==> src/rtl/mem_arbiter.sv <==
// mem_arbiter: shares one single-port 256x32 memory between
// instruction fetch and load/store, round-robin on contention.
module mem_arbiter #(
  parameter int ADDR_WIDTH = 8,
  parameter int DATA_WIDTH = 32
) (
  input  logic                    clk,
  input  logic                    rst,
  input  logic                    if_req,
  input  logic [ADDR_WIDTH-1:0]   if_addr,
  output logic [DATA_WIDTH-1:0]   if_rdata,
  output logic                    if_done,
  input  logic                    d_req,
  input  logic                    d_we,
  input  logic [ADDR_WIDTH-1:0]   d_addr,
  input  logic [DATA_WIDTH-1:0]   d_wdata,
  input  logic [DATA_WIDTH/8-1:0] d_mask,
  output logic [DATA_WIDTH-1:0]   d_rdata,
  output logic                    d_done,
  output logic                    mem_request,
  output logic                    mem_we_re,
  output logic [ADDR_WIDTH-1:0]   mem_address,
  output logic [DATA_WIDTH-1:0]   mem_data_in,
  output logic [DATA_WIDTH/8-1:0] mem_mask,
  input  logic [DATA_WIDTH-1:0]   mem_data_out
);

  localparam int MW = DATA_WIDTH / 8;

  typedef enum logic [1:0] {
    IDLE  = 2'd0,
    ISSUE = 2'd1,
    RESP  = 2'd2
  } state_t;

  state_t                state;
  logic                  cur_d;
  logic                  cur_we;
  logic                  last_d;
  logic [DATA_WIDTH-1:0] if_hold;
  logic [DATA_WIDTH-1:0] d_hold;

  logic go;
  logic go_d;
  logic go_st;

  // Pick the next command: tie in IDLE goes to the port not
  // served last; in RESP only the other port may be taken.
  always_comb begin
    go   = 1'b0;
    go_d = 1'b0;
    unique case (state)
      IDLE: begin
        go   = if_req | d_req;
        go_d = d_req & (~if_req | ~last_d);
      end
      RESP: begin
        go   = cur_d ? if_req : d_req;
        go_d = ~cur_d;
      end
      default: begin
        go   = 1'b0;
        go_d = 1'b0;
      end
    endcase
    go_st = go_d & d_we;
  end

  // Sequencer with registered memory strobes and done pulses.
  always_ff @(posedge clk) begin
    if (rst) begin
      state       <= IDLE;
      cur_d       <= 1'b0;
      cur_we      <= 1'b0;
      last_d      <= 1'b0;
      if_hold     <= '0;
      d_hold      <= '0;
      if_done     <= 1'b0;
      d_done      <= 1'b0;
      mem_request <= 1'b0;
      mem_we_re   <= 1'b0;
      mem_address <= '0;
      mem_data_in <= '0;
      mem_mask    <= '0;
    end else begin
      if_done     <= 1'b0;
      d_done      <= 1'b0;
      mem_request <= 1'b0;
      mem_we_re   <= 1'b0;
      mem_address <= '0;
      mem_data_in <= '0;
      mem_mask    <= '0;
      unique case (state)
        ISSUE: begin
          state   <= RESP;
          d_done  <= cur_d;
          if_done <= ~cur_d;
        end
        IDLE, RESP: begin
          if (state == RESP) begin
            if (!cur_d)
              if_hold <= mem_data_out;
            else if (!cur_we)
              d_hold <= mem_data_out;
          end
          if (go) begin
            state       <= ISSUE;
            cur_d       <= go_d;
            last_d      <= go_d;
            cur_we      <= go_st;
            mem_request <= 1'b1;
            mem_we_re   <= go_st;
            mem_address <= go_d ? d_addr : if_addr;
            mem_data_in <= go_st ? d_wdata : '0;
            mem_mask    <= go_st ? d_mask : {MW{1'b0}};
          end else begin
            state <= IDLE;
          end
        end
        default: state <= IDLE;
      endcase
    end
  end

  assign if_rdata = (state == RESP && !cur_d)
                  ? mem_data_out : if_hold;
  assign d_rdata  = (state == RESP && cur_d && !cur_we)
                  ? mem_data_out : d_hold;

endmodule

==> config.mk <==
export PLATFORM = sky130hd
export DESIGN_NAME = mem_arbiter
export DESIGN_NICKNAME = d
export VERILOG_FILES = /design/src/rtl/mem_arbiter.sv
export SDC_FILE = /design/constraint.sdc
export NUM_CORES = 1
export LEC_CHECK = 0
export ABC_AREA = 0
export BUFFER_PORTS_ARGS = -buffer_cell sky130_fd_sc_hd__clkbuf_2
export CORE_MARGIN = 4
export CORE_UTILIZATION = 25
export DETAILED_ROUTE_END_ITERATION = 10
export PLACE_DENSITY = 0.49
export REMOVE_ABC_BUFFERS = 1
export SLEW_MARGIN = 10
export SYNTH_ARGS = -nofsm -noshare
export SYNTH_HDL_FRONTEND = slang
export SYNTH_SLANG_ARGS = --single-unit
==> constraint.sdc <==
create_clock -name clk -period 1.57 [get_ports clk]
set_clock_uncertainty 0.1 [all_clocks]
set_input_delay 0.157 -clock clk [delete_from_list [all_inputs] [get_ports clk]]
set_output_delay 0.157 -clock clk [all_outputs]
set_load 0.03 [all_outputs]
==> Word level (Yosys, flattened, before mapping) <==
Cells that the tools add are included.
{ "word_totals": {"reg_bits": 116, "inputBits": 89, "word_cells": 48} }
{ "op_classes": {"eq_ne": 2, "mux": 9, "n_bitwise": 11, "reduce_logical": 14} }
{ "ops": {"columns": ["cell", "count"], "rows": [
  ["32-bit two-way mux", 2],
  ["8-bit two-way mux", 1],
  ["1-bit NOT", 7],
  ["2-bit OR reduction", 3],
  ["1-bit one-hot mux with 2 select lines", 2],
  ["2-bit one-hot mux with 2 select lines", 1],
  ["4-bit AND reduction", 1],
  ["4-bit OR reduction", 1],
  ["1-bit logical AND", 3],
  ["1-bit two-way mux", 3],
  ["3-bit AND reduction", 1],
  ["3-bit OR reduction", 1],
  ["1-bit AND", 2],
  ["2-bit by 1-bit equality test with 1-bit output, second input constant", 1],
  ["2-bit equality test, second input constant", 1],
  ["1-bit logical NOT", 2],
  ["2-bit logical NOT", 1],
  ["1-bit bitwise OR", 2],
  ["2-bit AND reduction", 1]
]} }

==> Depth between registers and ports, before layout <==
{ "logic_depth": {"depth_word": 7, "depth_mapped": 7, "mapped_depth_nobuf": 4} }

==> Worst setup path after synthesis <==
Ideal clock, no wire load.
{ "synth_path": {"path_type": "reg2reg", "startpoint": "register state[0]", "endpoint": "register d_hold[14]", "arrival_ns": 1.631, "t_required_ns": 1.355, "path_slack_ns": -0.276, "stages_incl_launch_ff": 6, "path_buffers": 2, "period_less_slack_ns": 1.846, "path_cell_list": "dfxtp_1 buf_4 nor3_2 buf_2 mux2_1 and2_1"} }
{ "synth_between": {"elab_chain_cells": 3, "elab_cells_between_ends": 4, "cone_classes": "1 x eq/ne; 3 x reduce/logical"} }
{ "synth_rtl": {"columns": ["item", "line_no", "rtl"], "rows": [
  ["start: declaration", "36", "state_t state;"],
  ["start signal: assignment", "72", "state <= IDLE;"],
  ["start signal: assignment", "95", "state <= RESP;"],
  ["start signal: assignment", "107", "state <= ISSUE;"],
  ["2-bit equality test or 2-bit logical NOT (tied branches)", "93, 100", null],
  ["2-bit OR reduction", "93", "unique case (state)"],
  ["4-bit AND reduction (no source line) *", null, null],
  ["end signal: assignment", "104", "d_hold <= mem_data_out;"],
  ["end: declaration", "41", "logic [DATA_WIDTH-1:0] d_hold;"]
]} }
Every way passes the cells marked *; elsewhere a longest branch is shown, timed or not.
A chain may end at the register's enable or synchronous reset.

==> run metrics <==
Max-slew headroom 0.758; Endpoint, Worst Hold if_hold[12]$_SDFFE_PP0P_; clock share of power 0.463; switching share of power 0.234; RSZ-0062 raised after global routing yes; initial antenna violation count 0; # nets final 735; Crit Reg-Reg Endpoint mem_mask[2]$_SDFF_PP0_; layout cell share with drive strength beyond 1 0.627; post-route antenna net violation count 0; Mapped Cells 342; post-synth top area cell dfxtp_1; final number of hold-violating endpoints 0; Final setup viols 174; Die H 135 um; CP endpoint kind output pin; Vias/cell between 4 and 5; worst r2r src last_d$_SDFFE_PP0P_; pin count of the biggest net entering global routing 63; Startpoint Class flip-flop; Root Buffer clkbuf_16; CTS clk-pin slew, worst paths 0.05 ns; Worst VDD drop 709 uV; final hold slack 0.0301 ns; GP Congestion 0.754; status finished with violations; Synth Area in XOR/XNOR 0; placed cell area roughly 5400 um^2; IO Count approximately 200; hold_sp mem_data_out[12]; combinational share of power 0.153; Total Routing Usage GR 0.137; #FFs+latches synth 116; R2R Setup Slk -0.35 ns; clock sink total 116; Final Instance Area 8070 um^2; die area 18,300 um^2; Num CTS Buffers 17; Peak Freq around 480 MHz; Tot Pwr approximately 0.008 W; CTS tree built; post-synthesis adder-cell area fraction 0; detailed-route via count 3,612; CP arrival 1.82 ns; switching power between 0.0015 and 0.002 W; synth warn 0; CORE AREA 15,900 um^2; Slew Limit Fails 0; Worst Hold Class input port to flip-flop; part of the cycle the worst path needs 1.32; Starting Density 0.254; vias in the first global route between 3k and 4k; row count 46; # diodes 0; Clk Latency, worst-skew pair 0.40 ns; Simple-Gate Fraction of Synth Area 0.190; syn_area_per_cell 11.8 um^2; max-cap viol count 0; Avg WL per Cell between 15 and 20 um; first-pass GRT wire length around 19,000 um; Worst R2R Path Depth 10; Pre-antenna DRT Iters 4; Seq/Total Area, Yosys 0.574; Worst Max-Slew Pin Slew approximately 0.36 ns; PwrDens approximately 1000 nW/um^2; Final Critical Period 2.07 ns; CP Launch Point last_d$_SDFFE_PP0P_; global route total overflow 0; setup TNS -42.49 ns; Seq pwr share 0.383; # fillers ~1.4k; CTS max path bufs 2; Chip Width 135 um; Synth cell types 23; Port-buffer cells 200; Post-Syn Area 4040 um^2; Synth top area share 0.574; WS Path Type flip-flop to output pin; Pleak 3.77 nW; failing checks setup timing; CP required 1.31 ns; area grow syn2layout 99.5%; post-DP HPWL 7740 um; Final WS setup -0.502 ns; main combinational cell family by area after synthesis multiplexers; hold path depth 3; multiplexer share of the synthesized area 0.198; Detailed Route WL 13,500 um; Critical Path Fanout Max 6; DRC viols 0; H-tree levels 4; Internal Power 0.00612 W; compound-cell area share of the yosys netlist 0.00774; drt initial violations 101; Area contributors post-synth dfxtp_1, and2_1, mux2_2, mux2_1, mux2i_1
==> metrics by stage <==
step / utilization / instances / setup slack (ns)
floorplan: - / 322 / -1.11
global placement: 0.340 / 755 / -0.177
detailed placement: 0.340 / 755 / -0.201
CTS: 0.463 / 858 / -0.559
global route: 0.508 / 873 / -0.560
finish: 0.508 / 873 / -0.502
==> synth_stat cells, drive strengths merged <==
library cell and instances:
buf 12, a21oi 2, nand2 2, mux2i 8
inv 4, dfxtp 116, o21ai 1, mux2 64
or4 1, and2 102, a31o 1, nand2b 2
o21a 1, nor2b 1, nor3 2, nor4 1
or3 1, nor2 11, nor4b 1, clkbuf 8
nor3b 1
==> layout by cell type, fill, tap and decap left out, types with 2 or more instances in the layout <==
cell type,count
inv_1,4
buf_12,6
buf_16,6
bufinv_16,2
and2_1,45
and2_4,57
clkinv_2,5
clkinvlp_4,3
dfxtp_1,113
buf_8,35
dlygate4sd3_1,58
buf_4,14
buf_6,44
dfxtp_4,2
clkbuf_2,136
nor3_4,2
nor2_1,10
mux2_4,64
clkbuf_8,3
mux2i_1,7
clkbuf_16,23
==> worst max path at each step <==
| stage | to | slack [ns] | cells past startpoint |
|---|---|---|---|
| after floorplan | d_hold[14]$_SDFFE_PP0P_ | -1.11 | 4 |
| after global placement | d_rdata[15] | -0.18 | 5 |
| after detailed placement | d_rdata[23] | -0.20 | 5 |
| after CTS | d_rdata[16] | -0.56 | 6 |
| after global routing | if_rdata[20] | -0.56 | 5 |
| final | if_rdata[20] | -0.50 | 5 |
==> metal layers <==
metal	routed length [um]	part of all wire	up-vias	GRT usage
met3	1200	0.089	25	0.0684
met4	365	0.027	0	0.0554
met2	6540	0.48	183	0.220
li1	-	-	1720	-
met5	0	0	-	0
met1	5380	0.40	1684	0.155
==> sequential cells by signal, summed over array words and instances (netlist names) <==
| signal | count |
|---|---|
| cur_we | 1 |
| d_done | 1 |
| d_hold | 32 |
| if_done | 1 |
| if_hold | 32 |
| last_d | 1 |
| mem_address | 8 |
| mem_data_in | 32 |
| mem_mask | 4 |
| mem_request | 1 |
| mem_we_re | 1 |
| state | 2 |
==> power groups by stage <==
stage | Combinational, W | Sequential, W | Clock (W)
2_1_floorplan | 0.000347 | 0.00320 | 0
3_3_place_gp | 0.000751 | 0.00312 | 0
3_5_place_dp | 0.000759 | 0.00312 | 0
4_1_cts | 0.00103 | 0.00306 | 0.00384
5_1_grt | 0.00130 | 0.00307 | 0.00399
6_report | 0.00123 | 0.00306 | 0.00370
==> repair_timing <==
action	CTS	global route
hold endpoints to repair	50	0
setup buffers	8	8
gates cloned	7	7
gates resized for setup	163	203
hold buffers	58	0
endpoints found under the setup margin	175	176
pin swaps	8	3
==> kinds of logic (layout without fill, tap and decap cells) <==
logic type,after synthesis,in the layout
mux,72,72
simple gates,125,125
flops,116,116
compound gates,5,5
buf+inv,24,339
==> layout make-up <==
class                           instances  area, um^2  area share
Sequential cell                       116        2330       0.289
Clock buffer                           20         467      0.0579
Multi-Input combinational cell        202        2050       0.254
Timing Repair Buffer                  305        2820       0.350
Tap cell                              216         270      0.0335
Inverter                                4        15.0     0.00186
Clock inverter                         10         108      0.0133
==> worst max-delay path: stages, from the launching register on <==
cell	delay (ns)
dfxtp_4	0.36
nor2_4	0.12
and2_4	0.26
clkbuf_16	0.20
mux2_4	0.32
buf_6	0.14
Power figures use the tool's default switching activity.
